<file path="src/rtl/rand_draw_scheduler.sv">
// Shares one LFSR among NUM_REQ requesters: steps it, rejection-samples a digit 1..9
// from lfsr_out[6:3] and hands digit plus 3-bit setup index to a round-robin winner.
module rand_draw_scheduler #(
    parameter int NUM_REQ   = 3,
    parameter int STEP_CNT  = 8,
    parameter int MAX_RETRY = 15
) (
    input  logic               in_clka,
    input  logic               in_reset,
    input  logic [NUM_REQ-1:0] req_valid,
    input  logic [23:0]        lfsr_out,
    output logic               gen_rand_flag,
    output logic [NUM_REQ-1:0] rsp_valid,
    output logic [3:0]         rsp_digit,
    output logic [2:0]         rsp_setup,
    output logic               busy,
    output logic               retry_overflow
);

    localparam int IDX_W = (NUM_REQ > 1) ? $clog2(NUM_REQ) : 1;
    localparam logic [7:0] LAST_STEP = 8'(STEP_CNT - 1);
    localparam logic [7:0] RETRY_LIM = 8'(MAX_RETRY);
    localparam logic [NUM_REQ-1:0] ONE_HOT_0 = {{(NUM_REQ-1){1'b0}}, 1'b1};

    typedef enum logic [2:0] {
        S_IDLE,
        S_ADVANCE,
        S_SETTLE,
        S_CHECK,
        S_RESPOND
    } state_t;

    state_t           state;
    logic [IDX_W-1:0] rr_ptr;
    logic [IDX_W-1:0] grant_idx;
    logic [IDX_W-1:0] grant_next;
    logic             grant_found;
    logic [7:0]       step_cnt;
    logic [7:0]       retry_cnt;
    logic [3:0]       cand_digit;
    logic             cand_ok;
    logic             unused_lfsr_hi;

    // Only the low seven LFSR bits feed the draw; the rest are folded away.
    assign unused_lfsr_hi = ^lfsr_out[23:7];

    assign cand_digit = lfsr_out[6:3];
    assign cand_ok    = (cand_digit != 4'd0) && (cand_digit <= 4'd9);

    function automatic logic [IDX_W-1:0] wrap_idx(input logic [IDX_W-1:0] base, input int offset);
        return IDX_W'((int'(base) + offset) % NUM_REQ);
    endfunction

    // Rotating priority: scan starts just after the last winner and wraps.
    always_comb begin
        // NOTE: every always_comb output gets a default first so no path leaves it unassigned (no latch).
        grant_next  = rr_ptr;
        grant_found = 1'b0;
        for (int i = 1; i <= NUM_REQ; i++) begin
            if (!grant_found && req_valid[wrap_idx(rr_ptr, i)]) begin
                grant_next  = wrap_idx(rr_ptr, i);
                grant_found = 1'b1;
            end
        end
    end

    // NOTE: sequential state uses <= only, so every register sees pre-edge values of its neighbours.
    always_ff @(posedge in_clka) begin
        if (in_reset) begin
            state          <= S_IDLE;
            rr_ptr         <= IDX_W'(NUM_REQ - 1);
            grant_idx      <= '0;
            step_cnt       <= '0;
            retry_cnt      <= '0;
            gen_rand_flag  <= 1'b0;
            rsp_valid      <= '0;
            rsp_digit      <= '0;
            rsp_setup      <= '0;
            busy           <= 1'b0;
            retry_overflow <= 1'b0;
        end else begin
            rsp_valid <= '0;
            unique case (state)
                S_IDLE: begin
                    if (grant_found) begin
                        grant_idx     <= grant_next;
                        rr_ptr        <= grant_next;
                        retry_cnt     <= '0;
                        step_cnt      <= '0;
                        gen_rand_flag <= 1'b1;
                        busy          <= 1'b1;
                        state         <= S_ADVANCE;
                    end
                end
                S_ADVANCE: begin
                    if (step_cnt == LAST_STEP) begin
                        gen_rand_flag <= 1'b0;
                        state         <= S_SETTLE;
                    end else begin
                        step_cnt <= step_cnt + 8'd1;
                    end
                end
                S_SETTLE: begin
                    state <= S_CHECK;
                end
                S_CHECK: begin
                    if (cand_ok) begin
                        rsp_digit <= cand_digit;
                        rsp_setup <= lfsr_out[2:0];
                        rsp_valid <= ONE_HOT_0 << grant_idx;
                        state     <= S_RESPOND;
                    end else if (retry_cnt < RETRY_LIM) begin
                        retry_cnt     <= retry_cnt + 8'd1;
                        step_cnt      <= '0;
                        gen_rand_flag <= 1'b1;
                        state         <= S_ADVANCE;
                    end else begin
                        // Out of retries: fold the rejected value into 1..9 and flag it.
                        rsp_digit      <= (cand_digit % 4'd9) + 4'd1;
                        rsp_setup      <= lfsr_out[2:0];
                        rsp_valid      <= ONE_HOT_0 << grant_idx;
                        retry_overflow <= 1'b1;
                        state          <= S_RESPOND;
                    end
                end
                S_RESPOND: begin
                    busy  <= 1'b0;
                    state <= S_IDLE;
                end
                default: begin
                    gen_rand_flag <= 1'b0;
                    busy          <= 1'b0;
                    state         <= S_IDLE;
                end
            endcase
        end
    end

    assert property (@(posedge in_clka) disable iff (in_reset) $onehot0(rsp_valid));
    assert property (@(posedge in_clka) disable iff (in_reset) gen_rand_flag |-> busy);

endmodule

</file>
<file path="config.mk">
export PLATFORM = sky130hd
export DESIGN_NAME = rand_draw_scheduler
export DESIGN_NICKNAME = d
export VERILOG_FILES = /design/src/rtl/rand_draw_scheduler.sv
export SDC_FILE = /design/constraint.sdc
export NUM_CORES = 1
export LEC_CHECK = 0
export BUFFER_PORTS_ARGS = -buffer_cell sky130_fd_sc_hd__buf_2
export CAP_MARGIN = 20
export CORE_MARGIN = 5
export CORE_UTILIZATION = 27
export CTS_BUF_LIST = sky130_fd_sc_hd__clkbuf_4 sky130_fd_sc_hd__clkbuf_8 sky130_fd_sc_hd__clkbuf_16
export DETAILED_ROUTE_END_ITERATION = 16
export HOLD_SLACK_MARGIN = 0.12
export REMOVE_ABC_BUFFERS = 1
export SLEW_MARGIN = 20
export SYNTH_ARGS = -nofsm -noshare
export SYNTH_HDL_FRONTEND = slang
export SYNTH_SLANG_ARGS = --single-unit
</file>
<file path="constraint.sdc">
create_clock -name in_clka -period 4.9 [get_ports in_clka]
set_input_delay 0.245 -clock in_clka [delete_from_list [all_inputs] [get_ports in_clka]]
set_output_delay 0.245 -clock in_clka [all_outputs]
set_load 0.005 [all_outputs]
</file>
# Word-level counts from Yosys, hierarchy flattened

Index checks and enable logic that the tools add are counted.

Register bits: 36

$add $sub $neg: 6
Divide/modulo/power cells: 4
Order comparisons: 5
Eq/ne operators: 11
Shift operators: 1
Mux-type cells: 37
Bitwise logic cells: 5
Reductions and logical operators: 20

Operators with widths:

| cell                    | count |
|---|---|
| $mod A32 B3 Y32 const B | 3 |
| $mux W8                 | 6 |
| $mux W3                 | 8 |
| $pmux W8 S3             | 1 |
| $add A8 B1 Y8 const B   | 2 |
| $pmux W8 S2             | 1 |
| $ne A2 B2 Y1 const B    | 6 |
| $pmux W3 S4             | 1 |
| $mux W1                 | 10 |
| $reduce_and A5 Y1       | 2 |
| $lt A2 B3 Y1 const B    | 3 |
| $eq A8 B3 Y1 const B    | 1 |
| $lt A8 B4 Y1 const B    | 1 |
| $mux W4                 | 2 |
| $reduce_and A2 Y1       | 4 |
| $add A2 B2 Y3 const B   | 2 |
| $bmux W1 S2             | 3 |
| $eq A3 B2 Y1 const B    | 2 |
| $mux W2                 | 3 |
| $not A1 Y1              | 5 |
| $add A4 B1 Y4 const B   | 1 |
| $le A4 B4 Y1 const B    | 1 |
| $mod A4 B4 Y4 const B   | 1 |
| $pmux W1 S4             | 1 |
| 15 further kinds        | 19 |

# Longest topological paths before layout

Depth in word-level cells: 13
Gate-level depth with buffers: 12

# Worst setup path before layout

Ideal clock, no wire load.

Path kind: input port to flip-flop
Start: in lfsr_out[4]
End: reg rsp_digit[2]
Setup time: 0.135 ns
Arrival time: 1.740 ns
Required time: 4.765 ns
Path slack: 3.025 ns
Stages on the path: 11
Cell sequence: inv_1 -> ha_1 -> buf_2 -> nand2b_1 -> o21ai_1 -> o21ai_0 -> ha_1 -> a21oi_1 -> nor2_1 -> a221oi_1 -> a211oi_1

Longest elaborated chain between the ends: 4
Elaborated cells on any way between the ends: 9
Those cells by class: add/sub: 1; div: 1; order compare: 1; eq/ne: 1; mux: 2; reduce/logical: 3

Ends and longest elaborated chain:

| item                                                 | line    | source |
|---|---|---|
| from (decl)                                          | 11      | `input logic [23:0] lfsr_out,` |
| $mod A4 B4 Y4, or another cell as far along          | 119     | `rsp_digit <= (cand_digit % 4'd9) + 4'd1;` |
| $add A4 B1 Y4 or $logic_and A1 B1 Y1 (tied branches) | 119, 48 |  |
| $mux W4 or $ne A2 B2 Y1 (tied branches)              | --      |  |
| $mux W4 or $reduce_and A2 Y1 (tied branches)         | --      |  |
| to (signal assigned)                                 | 108     | `rsp_digit <= cand_digit;` |
| to (signal assigned)                                 | 119     |  |
| to (decl)                                            | 14      | `output logic [3:0] rsp_digit,` |

Parallel ways exist; a longest one is shown, timed or not. The select of a mux whose other input is x is not followed.
A chain may end at the register's enable or synchronous reset.

# Worst setup path after layout

Start: reg rr_ptr[0]
End: reg step_cnt[1]

Longest elaborated chain between the ends: 13
Elaborated cells on any way between the ends: 21
Those cells by class: add/sub: 3; div: 3; eq/ne: 1; mux: 9; reduce/logical: 5

Ends and longest elaborated chain:

| item                            | line | source |
|---|---|---|
| from (decl)                     | 34   | `logic [IDX_W-1:0] rr_ptr;` |
| from (signal assigned)          | 71   | `rr_ptr <= IDX_W'(NUM_REQ - 1);` |
| from (signal assigned)          | 87   | `rr_ptr <= grant_next;` |
| $add A2 B1 Y3                   | 51   | `return IDX_W'((int'(base) + offset) % NUM_REQ);` |
| $mod A32 B3 Y32                 | 51   |  |
| $bmux W1 S2                     | 60   | `if (!grant_found && req_valid[wrap_idx(rr_ptr, i)]) begin` |
| $mux W1 (implied by the code)   | 60   |  |
| $mux W1                         | 60   |  |
| $logic_not A1 Y1                | 60   |  |
| $logic_and A1 B1 Y1             | 60   |  |
| $mux W1                         | 60   |  |
| $logic_not A1 Y1                | 60   |  |
| $logic_and A1 B1 Y1             | 60   |  |
| $mux W1 (*)                     | 60   |  |
| $ne A2 B2 Y1 (no line) (*)      | --   |  |
| $reduce_and A5 Y1 (no line) (*) | --   |  |
| to (signal assigned)            | 100  | `step_cnt <= step_cnt + 8'd1;` |
| to (decl)                       | 38   | `logic [7:0] step_cnt;` |

Mark *: on every way between the ends. The rest lies on a longest branch, timed or not. The select of a mux whose other input is x is not followed.

==> impl_results.md <==
- Syn Inst Count: 218
- Worst path cell trace: inv_1 > ha_1 > a22o_1 > a211oi_2 > o21ai_2 > a21o_2 > o41ai_2
- Yosys cell types: 52
- CTS Hold Buffers Added: 0
- Via count: 1,614
- Synth Register Bits: 35
- Cell Area, Synth: 0.00189 sq mm
- Setup CP Type: reg2reg
- CP startpoint: rr_ptr[0]$_SDFFE_PP0P_
- Via density per instance: 4.76
- Post-synthesis simple-gate area fraction: 23.8%
- Outcome: finished, final reports clean
- Largest net degree at the start of global routing: 22
- Leakage: 0.865 nW
- WP data arrival: 2310 ps
- Core Box Area: 0.00679 sq mm
- Starting density of the core: 27.8%
- Critical path's slowest cell: dfxtp_1
- Initial antenna violation count: 0
- Layout area overhead: 15.9%
- Mux contribution to synthesized area: 1.59%
- RSZ-0062 raised after global routing: no
- WL per Instance: 11.8 um
- CTS resizes: 0
- Ys flop type: dfxtp_1
- RR Endpoint: step_cnt[1]$_SDFFE_PP0P_
- Seq/Total Area, Yosys: 37.2%
- Antenna Nets Post-Route: 0
- Setup TNS: 0 ps
- Post-synthesis compound-gate area fraction: 22.0%
- Crit-path leading delay family: compound AO/OA/AOI/OAI gates
- Post-route minimum period: 2110 ps
- Total wire length: 4.00 mm
- Setup bufs post-CTS: 0
- Final Util: 32.2%
- CP startpoint kind: register
- Combinational family with the most area after synthesis: simple AND/OR/NAND/NOR gates
- Final worst-path cycle share: 43.1%
- Hold Path Class: in2reg
- TritonCTS buffer count: 5
- CP endpoint kind: register
- Slowest stage delay, CP: 390 ps
- WP buf/inv: 1
- Worst-path clk slew: 70 ps
- DR iter-0 viols: 50
- Clock Skews: 8.40 ps
- DP Wirelength: 2.96 mm
- Main area contributors after synthesis: dfxtp_1, ha_1, nor2_1
- Crit path required time: 5100 ps
- Hold path startpoint: lfsr_out[0]
- Die Y: 93.6 um
- Max Slew Vio Count: 0
- Post-synthesis xor/xnor area fraction: 5.57%
- Fillers: 734
- CTS Buffer Depth: 2
- R2R depth: 7
- Post-synth ARST share: 0%
- Fmax: 473 MHz
- Hold Path Depth: 3
- CTS tree: yes
- H-Tree Depth: 2
- Global-route usage over all layers: 9.74%
- Final setup viols: 0
- R2r setup slk: 2790 ps
- First-pass GRT wire length: 6.87 mm
- Die area: 0.00875 sq mm
- Post-synth EDFFs: 0
- Worst R2R Start: rr_ptr[0]$_SDFFE_PP0P_
- PortBufs: 24
- Non-Filler Instances: 339
- Inst Count DP: 331
- WHS Endpoint: rsp_setup[0]$_SDFFE_PP0P_
- Max_slew headroom: 59.6%
- Routability cong.: 0.795
- Register area: 701 sq um
- Drc violations: 0
- Clock latency on the worst-skew pair: 290 ps
- Synth Warn #: 0
- Max cap viols: 0
- Adder-cell share of the synthesized area: 5.97%
- Grt ovf: 0
- Final Hold Viols: 0
- Worst-margin pin slew: 601 ps
- Cell Pwr Density: 424 mW/mm^2
- Die width: 93.6 um
- Final Net Count: 280
- Diode count: 0
- Root buffer cell: clkbuf_8
- Clock sink count: 35
- Max Fanout on Critical Path: 6
- Share of layout cells above drive strength 1: 18.5%
- Largest area contributor in the synthesized netlist: dfxtp_1
- TritonRoute pass-1 iters: 4
- I/O pin count: 42
- Area of the multi-input gates: 0.00111 sq mm
- Share of the synthesized area in the top cell type: 37.2%
- Std-Cell Rows: 30
- Vias in the first global route: 1,461
- Syn_area_per_cell: 8.65 sq um
- VDD IR max: 0.000282 V
-- metal layers --
| metal | share of wire, % | track usage (%) | vias to the layer above |
|---|---|---|---|
| met5 | 0 | 0 | - |
| met4 | 1.2 | 3.25 | 0 |
| met3 | 3.5 | 3.14 | 7 |
| met2 | 45 | 14.5 | 21 |
| met1 | 50 | 13.2 | 751 |
| li1 | - | - | 835 |
-- how the worst max path moves through the flow --
stage / to / slack, ps / cells after the start
4_1_cts: step_cnt[7]$_SDFFE_PP0P_ / 2770 / 7
2_1_floorplan: rsp_digit[2]$_SDFFE_PP0P_ / 3010 / 10
5_1_grt: step_cnt[1]$_SDFFE_PP0P_ / 2560 / 7
3_5_place_dp: rsp_digit[2]$_SDFFE_PP0P_ / 2640 / 11
3_3_place_gp: rsp_digit[2]$_SDFFE_PP0P_ / 2700 / 11
6_report: step_cnt[1]$_SDFFE_PP0P_ / 2790 / 7
-- worst reg2reg max path, stage by stage, from the launching register on --
cell	delay, ps
dfxtp_1	390
inv_1	130
ha_1	260
a22o_1	250
a211oi_2	350
o21ai_2	170
a21o_2	270
o41ai_2	200
-- placed cells by master, fill, tap and decap left out, types with 2 or more instances in the layout --
master,Yosys,final
clkbuf_8,0,6
nand2_1,23,23
buf_2,4,24
nand4_1,2,2
nand2b_1,2,2
nand3_1,7,7
nor4_1,3,3
ha_1,9,9
nor2_1,26,26
nor3_1,6,6
nor3b_1,2,2
mux2i_1,3,3
a211oi_2,2,2
xnor2_1,7,7
a211oi_1,4,4
inv_1,9,9
and3_1,3,3
xor2_1,5,5
and2_1,5,5
nor2b_1,6,6
a211o_1,2,2
o21ai_0,9,9
dfxtp_1,35,35
a221oi_1,2,2
o21ai_2,2,2
a21oi_1,12,12
-- synthesized netlist by cell type (4+ instances only) --
master / number
xnor2_1: 7
nor2_1: 26
a211oi_1: 4
nor2b_1: 6
xor2_1: 5
ha_1: 9
dfxtp_1: 35
a21oi_1: 12
nand2_1: 23
o21ai_0: 9
buf_2: 4
nor3_1: 6
inv_1: 9
nand3_1: 7
and2_1: 5
-- area by class of cell --
class	instances	share of cell area (%)
sequential	35	32.1
timing repair buffer	24	5.50
clock inverter	2	0.744
tap	96	5.50
clock buffer	6	3.78
multi-input combinational	167	50.9
inverter	9	1.55
-- registers in the layout (all words and copies together) (netlist names) --
signal,count
state,3
step_cnt,8
grant_idx,1
rsp_setup,3
rsp_valid,3
rr_ptr,2
gen_rand_flag,1
rsp_digit,4
retry_overflow,1
retry_cnt,8
busy,1
-- logic make-up after synthesis --
group	count (synthesis)
AO/OA/AOI/OAI	53
XOR/XNOR	12
adder cells (fa/ha/maj)	9
buffers and inverters	16
flip-flops	35
multiplexers	3
AND/OR/NAND/NOR	90
-- metrics by stage --
stage / total power [mW] / hold WS [ps] / setup slack [ps] / area (sq um)
after global placement: 0.706 / 441 / 2700 / 2090
after global routing: 1.00 / 177 / 2560 / 2190
after detailed placement: 0.715 / 446 / 2640 / 2090
after floorplan: 0.619 / 310 / 3010 / 1850
after CTS: 0.940 / 179 / 2770 / 2190
final: 0.927 / 186 / 2790 / 2190
-- report_power, final --
| group | switching [mW] | internal (mW) |
|---|---|---|
| Combinational | 0.202 | 0.144 |
| Sequential | 0.0411 | 0.319 |
| Clock | 0.107 | 0.115 |
| Total | 0.350 | 0.577 |
No activity file was read; power rests on OpenSTA's default activity.
